--- config.mk ---
export PLATFORM = sky130hd
export DESIGN_NAME = ras_checkpointed_flat
export DESIGN_NICKNAME = d
export VERILOG_FILES = /design/src/rtl/ras_checkpointed_if.sv /design/src/rtl/ras_checkpointed.sv /design/src/flat_wrapper.sv
export SDC_FILE = /design/constraint.sdc
export NUM_CORES = 1
export LEC_CHECK = 0
export BUFFER_PORTS_ARGS = -buffer_cell sky130_fd_sc_hd__buf_4
export CORE_ASPECT_RATIO = 0.75
export CORE_MARGIN = 4
export CORE_UTILIZATION = 35
export CTS_CLUSTER_SIZE = 10
export DETAILED_ROUTE_END_ITERATION = 8
export GPL_ROUTABILITY_DRIVEN = 0
export GPL_TIMING_DRIVEN = 0
export PLACE_DENSITY_LB_ADDON = 0.05
export SLEW_MARGIN = 30
export SYNTH_ARGS = -nofsm -noshare
export SYNTH_HDL_FRONTEND = slang
export SYNTH_SLANG_ARGS = --single-unit
--- constraint.sdc ---
create_clock -name clk -period 5.05 [get_ports clk]
set_clock_uncertainty 0.05 [all_clocks]
set_input_delay 0.7575 -clock clk [delete_from_list [all_inputs] [get_ports clk]]
set_output_delay 0.7575 -clock clk [all_outputs]
set_load 0.02 [all_outputs]
--- src/rtl/ras_checkpointed_if.sv ---
// Fetch-side interface of the checkpointed return address stack.
// The fetch unit is the master; the stack itself is the slave.
interface ras_checkpointed_if #(
    parameter int ADDR_W = 32
) ();
    logic              push;
    logic              pop;
    logic [ADDR_W-1:0] new_addr;
    logic              branch_fetched;
    logic              branch_retired;
    logic              flush;
    logic [ADDR_W-1:0] addr;
    logic              empty;
    logic              ckpt_full;

    modport master (
        output push, pop, new_addr, branch_fetched, branch_retired, flush,
        input  addr, empty, ckpt_full
    );

    modport slave (
        input  push, pop, new_addr, branch_fetched, branch_retired, flush,
        output addr, empty, ckpt_full
    );
endinterface

--- src/rtl/ras_checkpointed.sv ---
// Circular return address stack with a checkpoint queue of {top,count} per fetched branch.
// A flush rolls top/count back to the state captured by the last retired branch.
module ras_checkpointed #(
    parameter int DEPTH        = 8,
    parameter int ADDR_W       = 32,
    parameter int MAX_INFLIGHT = 4
) (
    input  logic                    clk,
    input  logic                    rst,
    ras_checkpointed_if.slave       bus
);
    localparam int PTR_W  = $clog2(DEPTH);
    localparam int CNT_W  = $clog2(DEPTH + 1);
    localparam int QPTR_W = $clog2(MAX_INFLIGHT);
    localparam int QCNT_W = $clog2(MAX_INFLIGHT + 1);

    logic [ADDR_W-1:0] r_stack [DEPTH];
    logic [PTR_W-1:0]  r_top;
    logic [CNT_W-1:0]  r_count;
    logic [PTR_W-1:0]  r_committed_top;
    logic [CNT_W-1:0]  r_committed_count;

    logic [PTR_W-1:0]  r_q_top   [MAX_INFLIGHT];
    logic [CNT_W-1:0]  r_q_count [MAX_INFLIGHT];
    logic [QPTR_W-1:0] r_q_head;
    logic [QPTR_W-1:0] r_q_tail;
    logic [QCNT_W-1:0] r_q_occ;

    logic [PTR_W-1:0]  w_top;
    logic [CNT_W-1:0]  w_count;
    logic              w_wr_en;
    logic [PTR_W-1:0]  w_wr_idx;
    logic              w_q_full;
    logic              w_enq;
    logic              w_deq;

    assign w_q_full = (r_q_occ == QCNT_W'(MAX_INFLIGHT));
    assign w_deq    = bus.branch_retired && (r_q_occ != '0);
    // A full queue still accepts a new branch when the oldest one retires in the same cycle.
    assign w_enq    = bus.branch_fetched && (!w_q_full || w_deq);

    // NOTE: every output of this block gets a default first so no latch is inferred.
    always_comb begin
        w_top    = r_top;
        w_count  = r_count;
        w_wr_en  = 1'b0;
        w_wr_idx = r_top;
        if (bus.push && !bus.pop) begin
            w_top    = r_top + PTR_W'(1);
            w_count  = (r_count == CNT_W'(DEPTH)) ? r_count : r_count + CNT_W'(1);
            w_wr_en  = 1'b1;
            w_wr_idx = r_top + PTR_W'(1);
        end else if (bus.pop && !bus.push) begin
            w_top    = r_top - PTR_W'(1);
            w_count  = (r_count == '0) ? r_count : r_count - CNT_W'(1);
        end else if (bus.push && bus.pop) begin
            w_wr_en  = 1'b1;
        end
    end

    // NOTE: state uses non-blocking assignments so every register samples pre-edge values.
    always_ff @(posedge clk) begin
        if (rst) begin
            // NOTE: the stack array is reset too, so addr reads 0 until something is pushed.
            for (int i = 0; i < DEPTH; i++) r_stack[i] <= '0;
            for (int i = 0; i < MAX_INFLIGHT; i++) begin
                r_q_top[i]   <= '0;
                r_q_count[i] <= '0;
            end
            r_top             <= '0;
            r_count           <= '0;
            r_committed_top   <= '0;
            r_committed_count <= '0;
            r_q_head          <= '0;
            r_q_tail          <= '0;
            r_q_occ           <= '0;
        end else if (bus.flush) begin
            // Stack contents are left alone; squashed pushes are only a prediction loss.
            r_top    <= r_committed_top;
            r_count  <= r_committed_count;
            r_q_head <= '0;
            r_q_tail <= '0;
            r_q_occ  <= '0;
        end else begin
            if (w_wr_en) r_stack[w_wr_idx] <= bus.new_addr;
            r_top   <= w_top;
            r_count <= w_count;
            if (w_enq) begin
                r_q_top[r_q_tail]   <= w_top;
                r_q_count[r_q_tail] <= w_count;
                r_q_tail            <= r_q_tail + QPTR_W'(1);
            end
            if (w_deq) begin
                r_committed_top   <= r_q_top[r_q_head];
                r_committed_count <= r_q_count[r_q_head];
                r_q_head          <= r_q_head + QPTR_W'(1);
            end
            r_q_occ <= r_q_occ + QCNT_W'(w_enq) - QCNT_W'(w_deq);
        end
    end

    assign bus.addr      = r_stack[r_top];
    assign bus.empty     = (r_count == '0);
    assign bus.ckpt_full = w_q_full;
endmodule

--- src/flat_wrapper.sv ---
// flat-port wrapper written by rule: the top's interface ports become plain ports
module ras_checkpointed_flat 
#(
    parameter int DEPTH        = 8,
    parameter int ADDR_W       = 32,
    parameter int MAX_INFLIGHT = 4
)
  (clk, rst, bus_push, bus_pop, bus_new_addr, bus_branch_fetched, bus_branch_retired, bus_flush, bus_addr, bus_empty, bus_ckpt_full);
  ras_checkpointed_if #(.ADDR_W(ADDR_W)) bus_i ();
  input  logic clk;
  input  logic rst;
  input wire logic [$bits(bus_i.push)-1:0] bus_push;
  input wire logic [$bits(bus_i.pop)-1:0] bus_pop;
  input wire logic [$bits(bus_i.new_addr)-1:0] bus_new_addr;
  input wire logic [$bits(bus_i.branch_fetched)-1:0] bus_branch_fetched;
  input wire logic [$bits(bus_i.branch_retired)-1:0] bus_branch_retired;
  input wire logic [$bits(bus_i.flush)-1:0] bus_flush;
  output wire logic [$bits(bus_i.addr)-1:0] bus_addr;
  output wire logic [$bits(bus_i.empty)-1:0] bus_empty;
  output wire logic [$bits(bus_i.ckpt_full)-1:0] bus_ckpt_full;
  assign bus_i.push = bus_push;
  assign bus_i.pop = bus_pop;
  assign bus_i.new_addr = bus_new_addr;
  assign bus_i.branch_fetched = bus_branch_fetched;
  assign bus_i.branch_retired = bus_branch_retired;
  assign bus_i.flush = bus_flush;
  assign bus_addr = bus_i.addr;
  assign bus_empty = bus_i.empty;
  assign bus_ckpt_full = bus_i.ckpt_full;
  ras_checkpointed #(.DEPTH(DEPTH), .ADDR_W(ADDR_W), .MAX_INFLIGHT(MAX_INFLIGHT)) u_core (.clk(clk), .rst(rst), .bus(bus_i));
endmodule
==> results.py <==
metrics = {
    "run_status": {
        "status": "finished clean",
    },
    "clock_tree": {
        "cts_buffers": 37,
        "cts_tree": "done",
        "post-cts-setup-buffer-count": 0,
        "ctsHoldBuffers": 0,
        "clkSlewWorstSetupHoldPaths_ns": 0.06,
        "clock_latency_ns": 0.52,
        "h-tree-depth": 2,
        "cts_resized": 0,
        "cts_sinks": 305,
        "cts_buffer_depth": 3,
        "root_buffer": "clkbuf_16",
    },
    "synthesis": {
        "synth_top_cell_by_area": "edfxtp_1",
        "synthFlopType": "edfxtp_1",
        "syn_avg_cell_area_um2": 13.0,
        "synthCells": 1042,
        "syn_area_um2": 13500,
        "synth.distinct_cells": 55,
        "synth_warnings": 0,
        "syn_nets": 1088,
        "synth_top_area_share": 0.630,
        "async_flop_share": 0,
        "synth_seq_cells": 305,
        "yosysSeqAreaShare": 0.662,
        "synth_edf_count": 284,
        "synthTopCellsByArea": "edfxtp_1, mux4_2, nor2_1",
    },
    "setup_path": {
        "crit_path_end": "bus_addr[1]",
        "r2r_setup_slack_ns": 1.66,
        "r2r_start": "u_core.r_top[0]",
        "critPathKind": "reg2out",
        "worstSetupEndpointType": "output pin",
        "r2r-end": "u_core.r_stack[6][14]",
        "crit_start": "u_core.r_top[1]",
        "crit_arrival_ns": 2.89,
        "crit_path_start_kind": "flip-flop",
        "required_ns": 4.24,
        "worstPathMaxFanout": 10,
        "reg2reg_depth": 13,
    },
    "pwr": {
        "p_sw_frac": 0.246,
        "p_comb_frac": 0.117,
        "internal_power_w": 0.00450,
        "clkPwrFrac": 0.397,
        "leakage_nw": 5.79,
        "power.share.sequential": 0.485,
        "power.switching_w": 0.00147,
        "power.density_nw_per_um2": 367,
        "ir_drop_mv": 0.173,
    },
    "drt": {
        "wl_um": 39400,
        "postRouteAntennaNets": 0,
        "first_pass_iters": 5,
        "drc": 0,
        "via_count": 8552,
        "avgRoutedWirePerCell_um": 23.3,
        "drt_iter0_drc": 661,
        "via_per_inst": 5.05,
    },
    "layout": {
        "mostFrequentLayoutCells": "nor2_1, edfxtp_1, nand2_1, buf_4, mux4_2",
        "final_common_cell": "nor2_1",
        "n_fill_cell": 3645,
        "utilization": 0.426,
        "multi_input_area_um2": 4260,
        "drive_gt1_frac": 0.223,
        "nNetsFinal": 1217,
        "syn_to_final_growth_pct": 20.3,
        "insertedDiodeCount": 0,
        "regArea_um2": 8950,
    },
    "die": {
        "die_w_um": 235,
        "rows": 62,
        "ios": 73,
        "dieArea_um2": 41900,
        "core-area_um2": 38200,
        "start_util": 0.354,
        "die_h_um": 178,
    },
    "run": {
        "drv_cap": 0,
    },
    "grt": {
        "grtUsageTotal": 0.188,
        "grt_pass1_vias": 8752,
        "overflow": 0,
        "grt_max_degree": 18,
        "antenna_found_initial": 0,
        "grt_pass1_wl_um": 58000,
    },
    "timing": {
        "hold_viol_final": 0,
        "min_period_ns": 3.70,
        "holdWs_ns": 0.408,
        "setup_tns_ns": 0,
        "rsz0062_at_grt": "false",
        "fin_crit_sh": 0.733,
        "worst_slew_pin_slew_ns": 0.995,
        "relSlewSlack": 0.337,
        "finalSetupViolations": 0,
        "drv_slew": 0,
        "max_freq_mhz": 270,
    },
    "place": {
        "dp_hpwl_um": 26100,
        "port_buffers": 72,
    },
    "min_path": {
        "hold_path_depth": 2,
        "worstHoldPathType": "reg2reg",
    },
}
registers in the layout, indices dropped and copies added (netlist names):
| register | count |
|---|---|
| u_core.r_committed_count | 4 |
| u_core.r_committed_top | 3 |
| u_core.r_count | 4 |
| u_core.r_q_count | 16 |
| u_core.r_q_head | 2 |
| u_core.r_q_occ | 3 |
| u_core.r_q_tail | 2 |
| u_core.r_q_top | 12 |
| u_core.r_stack | 256 |
| u_core.r_top | 3 |
logic make-up (layout without fill, tap and decap cells):
logic type               count (synthesis)  count (layout)  share of synthesized area
flip-flops                             305             305                      0.662
buffers and inverters                   89             227                     0.0305
adder cells (fa/ha/maj)                  7               7                    0.00703
AND/OR/NAND/NOR                        507             507                      0.147
AO/OA/AOI/OAI                           50              50                     0.0275
XOR/XNOR                                12              12                    0.00777
multiplexers                            72              72                      0.119
layout make-up:
| type | instances | share of cell area |
|---|---|---|
| clock buffer | 44 | 0.0604 |
| multi-input combinational | 648 | 0.261 |
| inverter | 18 | 0.00415 |
| timing repair buffer | 90 | 0.0614 |
| buffer | 71 | 0.0212 |
| tap | 512 | 0.0394 |
| sequential | 305 | 0.550 |
| clock inverter | 4 | 0.00208 |
cell usage after synthesis, drive strengths merged, types with 2 or more instances:
cell and count:
a21oi 11, a31o 3, a32oi 2, and2 2
and3 2, buf 47, clkbuf 24, dfxtp 21
edfxtp 284, ha 6, inv 18, mux4 71
nand2 186, nand2b 3, nand3 2, nand4 2
nor2 292, nor2b 4, nor3 5, o211ai 4
o21ai 5, o21bai 9, o22ai 2, o32a 2
or3 3, xnor2 8, xor2 4
critical path: stages, from the launching register on:
cell and delay, ns:
dfxtp_1 0.34, buf_2 0.18, buf_2 0.28, clkbuf_1 0.75, mux4_2 0.44, nand2_1 0.09
nand2_1 0.12, buf_4 0.18
per-stage QoR:
step | setup slack (ns) | cells | instance area [um2] | power [W]
floorplan | 1.35 | 1042 | 13500 | 0.00334
global placement | -1.27 | 1626 | 14700 | 0.00362
detailed placement | 1.62 | 1644 | 15300 | 0.00366
CTS | 1.35 | 1692 | 16300 | 0.00605
global route | 1.21 | 1692 | 16300 | 0.00619
finish | 1.35 | 1692 | 16300 | 0.00597
power groups by stage:
stage | Combinational [W] | Sequential (W) | Clock, W
finish | 0.000701 | 0.00290 | 0.00237
detailed placement | 0.000715 | 0.00295 | 0
floorplan | 0.000393 | 0.00294 | 0
global route | 0.000761 | 0.00291 | 0.00253
global placement | 0.000658 | 0.00296 | 0
CTS | 0.000718 | 0.00290 | 0.00243
worst min path at each step:
stage | startpoint | end | slack, ns
global placement | u_core.r_committed_count[3] | u_core.r_committed_count[3] | 0.40
CTS | u_core.r_committed_top[2] | u_core.r_committed_top[2] | 0.41
detailed placement | u_core.r_committed_top[1] | u_core.r_top[1] | 0.40
finish | u_core.r_committed_top[2] | u_core.r_committed_top[2] | 0.41
floorplan | u_core.r_committed_top[1] | u_core.r_top[1] | 0.38
global route | u_core.r_committed_top[2] | u_core.r_committed_top[2] | 0.42
layer usage:
layer | GRT usage | part of all wire | up-vias
li1 | - | - | 3958
met1 | 0.281 | 0.49 | 4341
met2 | 0.297 | 0.45 | 205
met3 | 0.0294 | 0.048 | 48
met4 | 0.0352 | 0.015 | 0
met5 | 0 | 0 | -
No activity file was read; power rests on OpenSTA's default activity.
